## src/rtl/online_mult_pkg.sv

```systemverilog
// Purpose : shared types and constants for the online-multiplier digit path.
// Latency : n/a (declarations only).
// Backpr. : n/a. Exports the reader state encoding and the skid buffer depth.
package online_mult_pkg;

  typedef enum logic [1:0] {
    IDLE  = 2'd0,
    READ  = 2'd1,
    DRAIN = 2'd2,
    DONE  = 2'd3
  } state_t;

  localparam int SKID_DEPTH = 2;

endpackage

```

## src/rtl/digit_skid_fifo.sv

```systemverilog
// Purpose : 2-entry FIFO of {last, digit} absorbing RAM read latency.
// Latency : a push is visible at the head the following cycle.
// Backpr. : no full flag; the issuer must never push into a full buffer without a pop.
// Ports   : push_i/push_last_i/push_dat_i in; pop_i in; count_o, head_last_o, head_dat_o out.
module digit_skid_fifo
  import online_mult_pkg::*;
#(
  parameter int DATA_WIDTH = 4
) (
  input  logic                  clk,
  input  logic                  rst_n,
  input  logic                  push_i,
  input  logic                  push_last_i,
  input  logic [DATA_WIDTH-1:0] push_dat_i,
  input  logic                  pop_i,
  output logic [1:0]            count_o,
  output logic                  head_last_o,
  output logic [DATA_WIDTH-1:0] head_dat_o
);

  logic [DATA_WIDTH:0] mem_q [SKID_DEPTH];
  logic                wr_ptr_q;
  logic                rd_ptr_q;
  logic [1:0]          count_q;

  always_ff @(posedge clk or negedge rst_n) begin
    if (!rst_n) begin
      for (int i = 0; i < SKID_DEPTH; i++) begin
        mem_q[i] <= '0;
      end
      wr_ptr_q <= 1'b0;
      rd_ptr_q <= 1'b0;
      count_q  <= 2'd0;
    end else begin
      if (push_i) begin
        mem_q[wr_ptr_q] <= {push_last_i, push_dat_i};
        wr_ptr_q        <= ~wr_ptr_q;
      end
      if (pop_i) begin
        rd_ptr_q <= ~rd_ptr_q;
      end
      // Simultaneous push and pop leave the count unchanged.
      count_q <= count_q + {1'b0, push_i} - {1'b0, pop_i};
    end
  end

  assign count_o     = count_q;
  assign head_last_o = mem_q[rd_ptr_q][DATA_WIDTH];
  assign head_dat_o  = mem_q[rd_ptr_q][DATA_WIDTH-1:0];

endmodule

```

## src/rtl/ram_digit_reader.sv

```systemverilog
// Purpose : reads `length` digits from base_addr out of the digit RAM, streams them MSD-first.
// Latency : start in cycle S -> first dout_valid in S+3; one digit per cycle with dout_ready high.
// Backpr. : dout_ready low stalls the head; reads are throttled so the 2-entry skid never overflows.
// Ports   : start/base_addr/length request; busy/done status; ram_read_addr/ram_q RAM side;
//           dout/dout_valid/dout_ready/dout_last stream.
module ram_digit_reader
  import online_mult_pkg::*;
#(
  parameter int DATA_WIDTH = 4,
  parameter int ADDR_WIDTH = 7
) (
  input  logic                  clk,
  input  logic                  rst_n,
  input  logic                  start,
  input  logic [ADDR_WIDTH-1:0] base_addr,
  input  logic [ADDR_WIDTH:0]   length,
  output logic                  busy,
  output logic                  done,
  output logic [ADDR_WIDTH-1:0] ram_read_addr,
  input  logic [DATA_WIDTH-1:0] ram_q,
  output logic [DATA_WIDTH-1:0] dout,
  output logic                  dout_valid,
  input  logic                  dout_ready,
  output logic                  dout_last
);

  localparam logic [2:0]          SKID_LIMIT = 3'(SKID_DEPTH);
  localparam logic [ADDR_WIDTH:0] CNT_ONE    = (ADDR_WIDTH+1)'(1);

  state_t                state_q;
  logic [ADDR_WIDTH-1:0] base_q;
  logic [ADDR_WIDTH-1:0] addr_q;
  logic [ADDR_WIDTH:0]   len_q;
  logic [ADDR_WIDTH:0]   issued_q;
  logic [ADDR_WIDTH:0]   delivered_q;
  logic [ADDR_WIDTH:0]   delivered_d;
  logic                  inflight_q;
  logic                  pend_last_q;
  logic                  busy_q;
  logic                  done_q;

  logic [1:0]            fifo_cnt;
  logic                  head_last;
  logic [DATA_WIDTH-1:0] head_dat;
  logic                  pop;
  logic                  issue;
  logic                  issue_last;
  logic [ADDR_WIDTH-1:0] issue_addr;
  logic [2:0]            occ;
  logic                  drain_done;

  assign dout_valid = (fifo_cnt != 2'd0);
  assign pop        = dout_valid & dout_ready;
  assign dout       = head_dat;
  assign dout_last  = dout_valid & head_last;

  // Occupancy after this cycle's pop, counting the read whose data lands next cycle.
  assign occ        = {1'b0, fifo_cnt} + {2'b0, inflight_q} - {2'b0, pop};
  assign issue      = (state_q == READ) && (occ < SKID_LIMIT);
  assign issue_last = ((issued_q + CNT_ONE) == len_q);
  // Address arithmetic wraps naturally at the RAM depth.
  assign issue_addr = base_q + issued_q[ADDR_WIDTH-1:0];
  // Hold the last address when idle; the RAM read has no side effect.
  assign ram_read_addr = issue ? issue_addr : addr_q;

  assign delivered_d = pop ? (delivered_q + CNT_ONE) : delivered_q;
  // Leave DRAIN in the same cycle the final digit is handshaken.
  assign drain_done  = (state_q == DRAIN) && !inflight_q &&
                       (fifo_cnt == {1'b0, pop}) && (delivered_d == len_q);

  assign busy = busy_q;
  assign done = done_q;

  always_ff @(posedge clk or negedge rst_n) begin
    if (!rst_n) begin
      state_q     <= IDLE;
      base_q      <= '0;
      addr_q      <= '0;
      len_q       <= '0;
      issued_q    <= '0;
      delivered_q <= '0;
      inflight_q  <= 1'b0;
      pend_last_q <= 1'b0;
      busy_q      <= 1'b0;
      done_q      <= 1'b0;
    end else begin
      inflight_q  <= issue;
      pend_last_q <= issue & issue_last;
      delivered_q <= delivered_d;
      if (issue) begin
        addr_q   <= issue_addr;
        issued_q <= issued_q + CNT_ONE;
      end
      case (state_q)
        IDLE: begin
          if (start) begin
            base_q      <= base_addr;
            len_q       <= length;
            issued_q    <= '0;
            delivered_q <= '0;
            busy_q      <= 1'b1;
            if (length == '0) begin
              state_q <= DONE;
              done_q  <= 1'b1;
            end else begin
              state_q <= READ;
            end
          end
        end
        READ: begin
          if (issue && issue_last) begin
            state_q <= DRAIN;
          end
        end
        DRAIN: begin
          if (drain_done) begin
            state_q <= DONE;
            done_q  <= 1'b1;
          end
        end
        DONE: begin
          state_q <= IDLE;
          busy_q  <= 1'b0;
          done_q  <= 1'b0;
        end
        default: begin
          state_q <= IDLE;
          busy_q  <= 1'b0;
          done_q  <= 1'b0;
        end
      endcase
    end
  end

  digit_skid_fifo #(
    .DATA_WIDTH(DATA_WIDTH)
  ) u_skid (
    .clk        (clk),
    .rst_n      (rst_n),
    .push_i     (inflight_q),
    .push_last_i(pend_last_q),
    .push_dat_i (ram_q),
    .pop_i      (pop),
    .count_o    (fifo_cnt),
    .head_last_o(head_last),
    .head_dat_o (head_dat)
  );

endmodule

```

## config.mk

```make
export PLATFORM = sky130hd
export DESIGN_NAME = ram_digit_reader
export DESIGN_NICKNAME = d
export VERILOG_FILES = /design/src/rtl/online_mult_pkg.sv /design/src/rtl/digit_skid_fifo.sv /design/src/rtl/ram_digit_reader.sv
export SDC_FILE = /design/constraint.sdc
export NUM_CORES = 1
export LEC_CHECK = 0
export ABC_CLOCK_PERIOD_IN_PS = 3450
export CORE_MARGIN = 2
export CORE_UTILIZATION = 35
export DETAILED_ROUTE_END_ITERATION = 10
export PLACE_DENSITY = 0.63
export SETUP_SLACK_MARGIN = 0.2
export SLEW_MARGIN = 20
export SYNTH_ARGS = -nofsm -noshare
export SYNTH_HDL_FRONTEND = slang
export SYNTH_SLANG_ARGS = --single-unit
export TNS_END_PERCENT = 30
```

## constraint.sdc

```tcl
create_clock -name clk -period 3.45 [get_ports clk]
set_input_delay 0.5175 -clock clk [delete_from_list [all_inputs] [get_ports clk]]
set_output_delay 0.5175 -clock clk [all_outputs]
set_load 0.02 [all_outputs]
```

==> summary by stage <==
Run status
The flow ran to the end, and the final reports show no timing, DRC or antenna violations.

Synth
Summed over its instances, the top area cell type makes up 44.9% of the synthesized netlist area. Sorting the synthesized cells by area gives the leading types as dfrtp_1 45%, nand2_1 7.4%, xnor2_1 7.3%, mux2_2 5.2%, ha_1 5.0%. After synthesis, the share of flip-flops with an asynchronous set or reset is 100%. The average cell area after synthesis is 9.62 um2. The number of nets in the synthesized netlist is 374. The count of distinct cell types in the synthesized netlist is 48.

Counting every instance in the synthesized netlist gives 336. The synthesized design spends more area on one cell type than any other, namely dfrtp_1. By count the netlist is led by 64 x nand2_1, 58 x dfrtp_1, 27 x xnor2_1. The most common cell in the netlist is nand2_1. After synthesis the netlist holds a flip-flop and latch count of 58. Among all flip-flop cells after synthesis, the most frequent one is dfrtp_1. During synthesis, Yosys emitted a total of 0 warnings. Of the synthesized area, sequential elements account for 44.9%. The mapped netlist covers 3230 um2.

The number of synthesized flops with an enable pin is 0.

Clocking
The sink count of the clock tree is 58. The number of clock buffers added by TritonCTS is 9. The maximum count of clock buffers along a single path is 2. The hold buffer count at cts is 0. For the worst-skew pair, the clock arrives at the later sink with an insertion delay of 340 ps.

Clock-pin slew was measured on the worst setup and hold paths at 60 ps. The tree is rooted in a clkbuf_8. The H-tree generated during clock tree synthesis spans 3 levels.

The CTS tree is built.

Global route
The overall routing resource usage is 15.5%. The overall overflow remaining after global route is 0. The pin count of the biggest net entering global routing is 48. The first global-routing pass estimated 12,000 um of wire. The via count of the first global-routing pass was 2,480. The number of antenna violations at the first check in global routing came to 0.

Finish
With fillers left out, the area of the finished cells amounts to 4090 um2. The repair_antennas step left the layout with diodes totalling 0. The final core utilization is 44.9%. The layout net count is 425. The fraction of final layout cells with drive strength greater than 1 is 19.4%.

The area growth from synthesis to layout is 26.5%.

Floorplan
The starting density of the core is 35.5%. 38 I/O pins were placed. The die extent in x is 100 um. The area of the die is 10,000 um2. The floorplan step set the die height to 100 um. The total area inside the core boundary comes to 9110 um2. The standard-cell row count is 35.

Worst hold path
The worst hold-check path type is input pin to async pin.

Timing
The number of hold violations in the final report is 0. Setup repair after global routing could not meet its margin everywhere. The final worst clock skew is 5.10 ps.

The actual transition at the worst max-transition pin is 634 ps. The final worst-path cycle share is 91.4%. The final count of pins violating max slew is 0. Setup violations remaining at the end of the flow were counted as 0.

The post-layout minimum cycle time is 3150 ps. The relative slew slack is 57.7%. The achievable clock frequency is 0.317 GHz.

Routing
The ratio of routed vias to standard cells is 5.02. Once detail routing completed, the nets flagged for antenna violations numbered 0. The detail-routed net length per standard cell is 14.2 um. The detailed router finished its first iteration with 132 violations.

Wires add up to 7160 um. For this block, the via count after detailed routing is 2,523. The first detailed-routing pass ran for 4 iterations. The final routed DRC violation total is 0.

Place
During placement, the flow inserted port buffers numbering 37. Routability-driven placement finished with a final weighted congestion of 0.845. The detailed placement HPWL is 5210 um. The area after detailed placement is 3790 um2.

Setup path
STA classifies the critical path endpoint as a primary output. The type of the worst setup path is register to primary output. STA classifies the critical path startpoint as a register. For the worst setup path, the data arrival time is 2640 ps. Data on the critical path is required at its endpoint by 2930 ps. The maximum fanout along the worst path is 6.

Power and ir drop
The worst-case IR drop observed on VDD is 0.338 mV. The total power divided by cell area is 859 nW/um2. The static leakage is 1.86 nW.

Flow run
The number of max-cap violations is 0.
through the flow:
step | total power [W] | hold WS, ps | setup TNS [ps] | std cells | setup slack, ps
finish | 0.00351 | 177 | 0 | 503 | 296
global route | 0.00378 | 218 | 0 | 503 | 182
CTS | 0.00335 | 399 | 0 | 499 | 156
detailed placement | 0.00274 | 474 | -3310 | 483 | -421
global placement | 0.00270 | 472 | -2740 | 483 | -346
floorplan | 0.00216 | 222 | 0 | 336 | 213
placed cells by master (no fill, tap or decap), types with 7 or more instances in the layout:
cell,instances
nand2_1,62
dfrtp_1,57
clkdlybuf4s50_1,28
xnor2_1,26
nor2_1,19
buf_4,16
inv_1,15
mux2_2,15
o21ai_0,12
xor2_1,12
ha_1,12
clkbuf_8,11
a21oi_1,8
nand3_1,7
final timing paths:
check                                  start                 to  slack [ps]  cells after the start
hold reg to reg                    addr_q[2]          addr_q[2]         480                      2
setup / recovery           u_skid.count_o[1]   ram_read_addr[1]         300                     12
max in group asynchronous              rst_n  u_skid.count_o[0]        2660                      2
min in group clk                   addr_q[2]          addr_q[2]         480                      2
hold / removal                         rst_n          addr_q[5]         180                      1
setup reg to reg           u_skid.count_o[1]         state_q[1]         380                     13
sequential cells by signal (all words and copies together), names as in the netlist:
register,cells
inflight_q,1
pend_last_q,1
len_q,8
done,1
u_skid.count_o,2
base_q,7
state_q,2
issued_q,8
u_skid.mem_q,10
busy,1
u_skid.rd_ptr_q,1
addr_q,7
delivered_q,8
u_skid.wr_ptr_q,1
critical path, stage by stage (launching register included):
cell and delay [ps]:
dfrtp_1 430, o21ai_4 180, nor2_2 50, or2_2 290, ha_2 180, inv_2 50
fa_2 470, nand3_4 150, buf_12 130, buf_6 100, nand2_1 60, o21ai_2 70
buf_6 140
per-layer routing:
metal  up-vias  wire (um)  global-route usage [%]
met1      1223       3290                    19.9
li1       1243          -                       -
met3         4        266                    4.46
met4         0         64                    5.06
met5         -          0                       0
met2        53       3540                    25.4
repair_timing:
item / CTS / global route
cloned: 0 / 1
gates resized for setup: 28 / 38
setup endpoints to repair: 9 / 8
pin swaps: 0 / 4
setup buffers: 0 / 3
kinds of logic after synthesis:
family	count (synthesis)	share of synthesized area, %
fa+ha+maj	15	6.27
mux	19	6.50
simple gates	127	18.2
flops	58	44.9
compound gates	46	9.52
xor+xnor	39	10.6
buf+inv	32	4.10
cell type report:
| class | count | area [um2] |
|---|---|---|
| sequential | 58 | 1450 |
| fill | 897 | 5020 |
| clock inverter | 2 | 35.0 |
| timing repair buffer | 55 | 522 |
| multi-input combinational | 246 | 1710 |
| inverter | 17 | 66.3 |
| clock buffer | 14 | 163 |
| tap | 111 | 139 |
where the power goes:
part           switching, W  internal (W)
clock              0.000264      0.000373
sequential         0.000241      0.000927
combinational      0.000857      0.000850
Power figures use the tool's default switching activity.
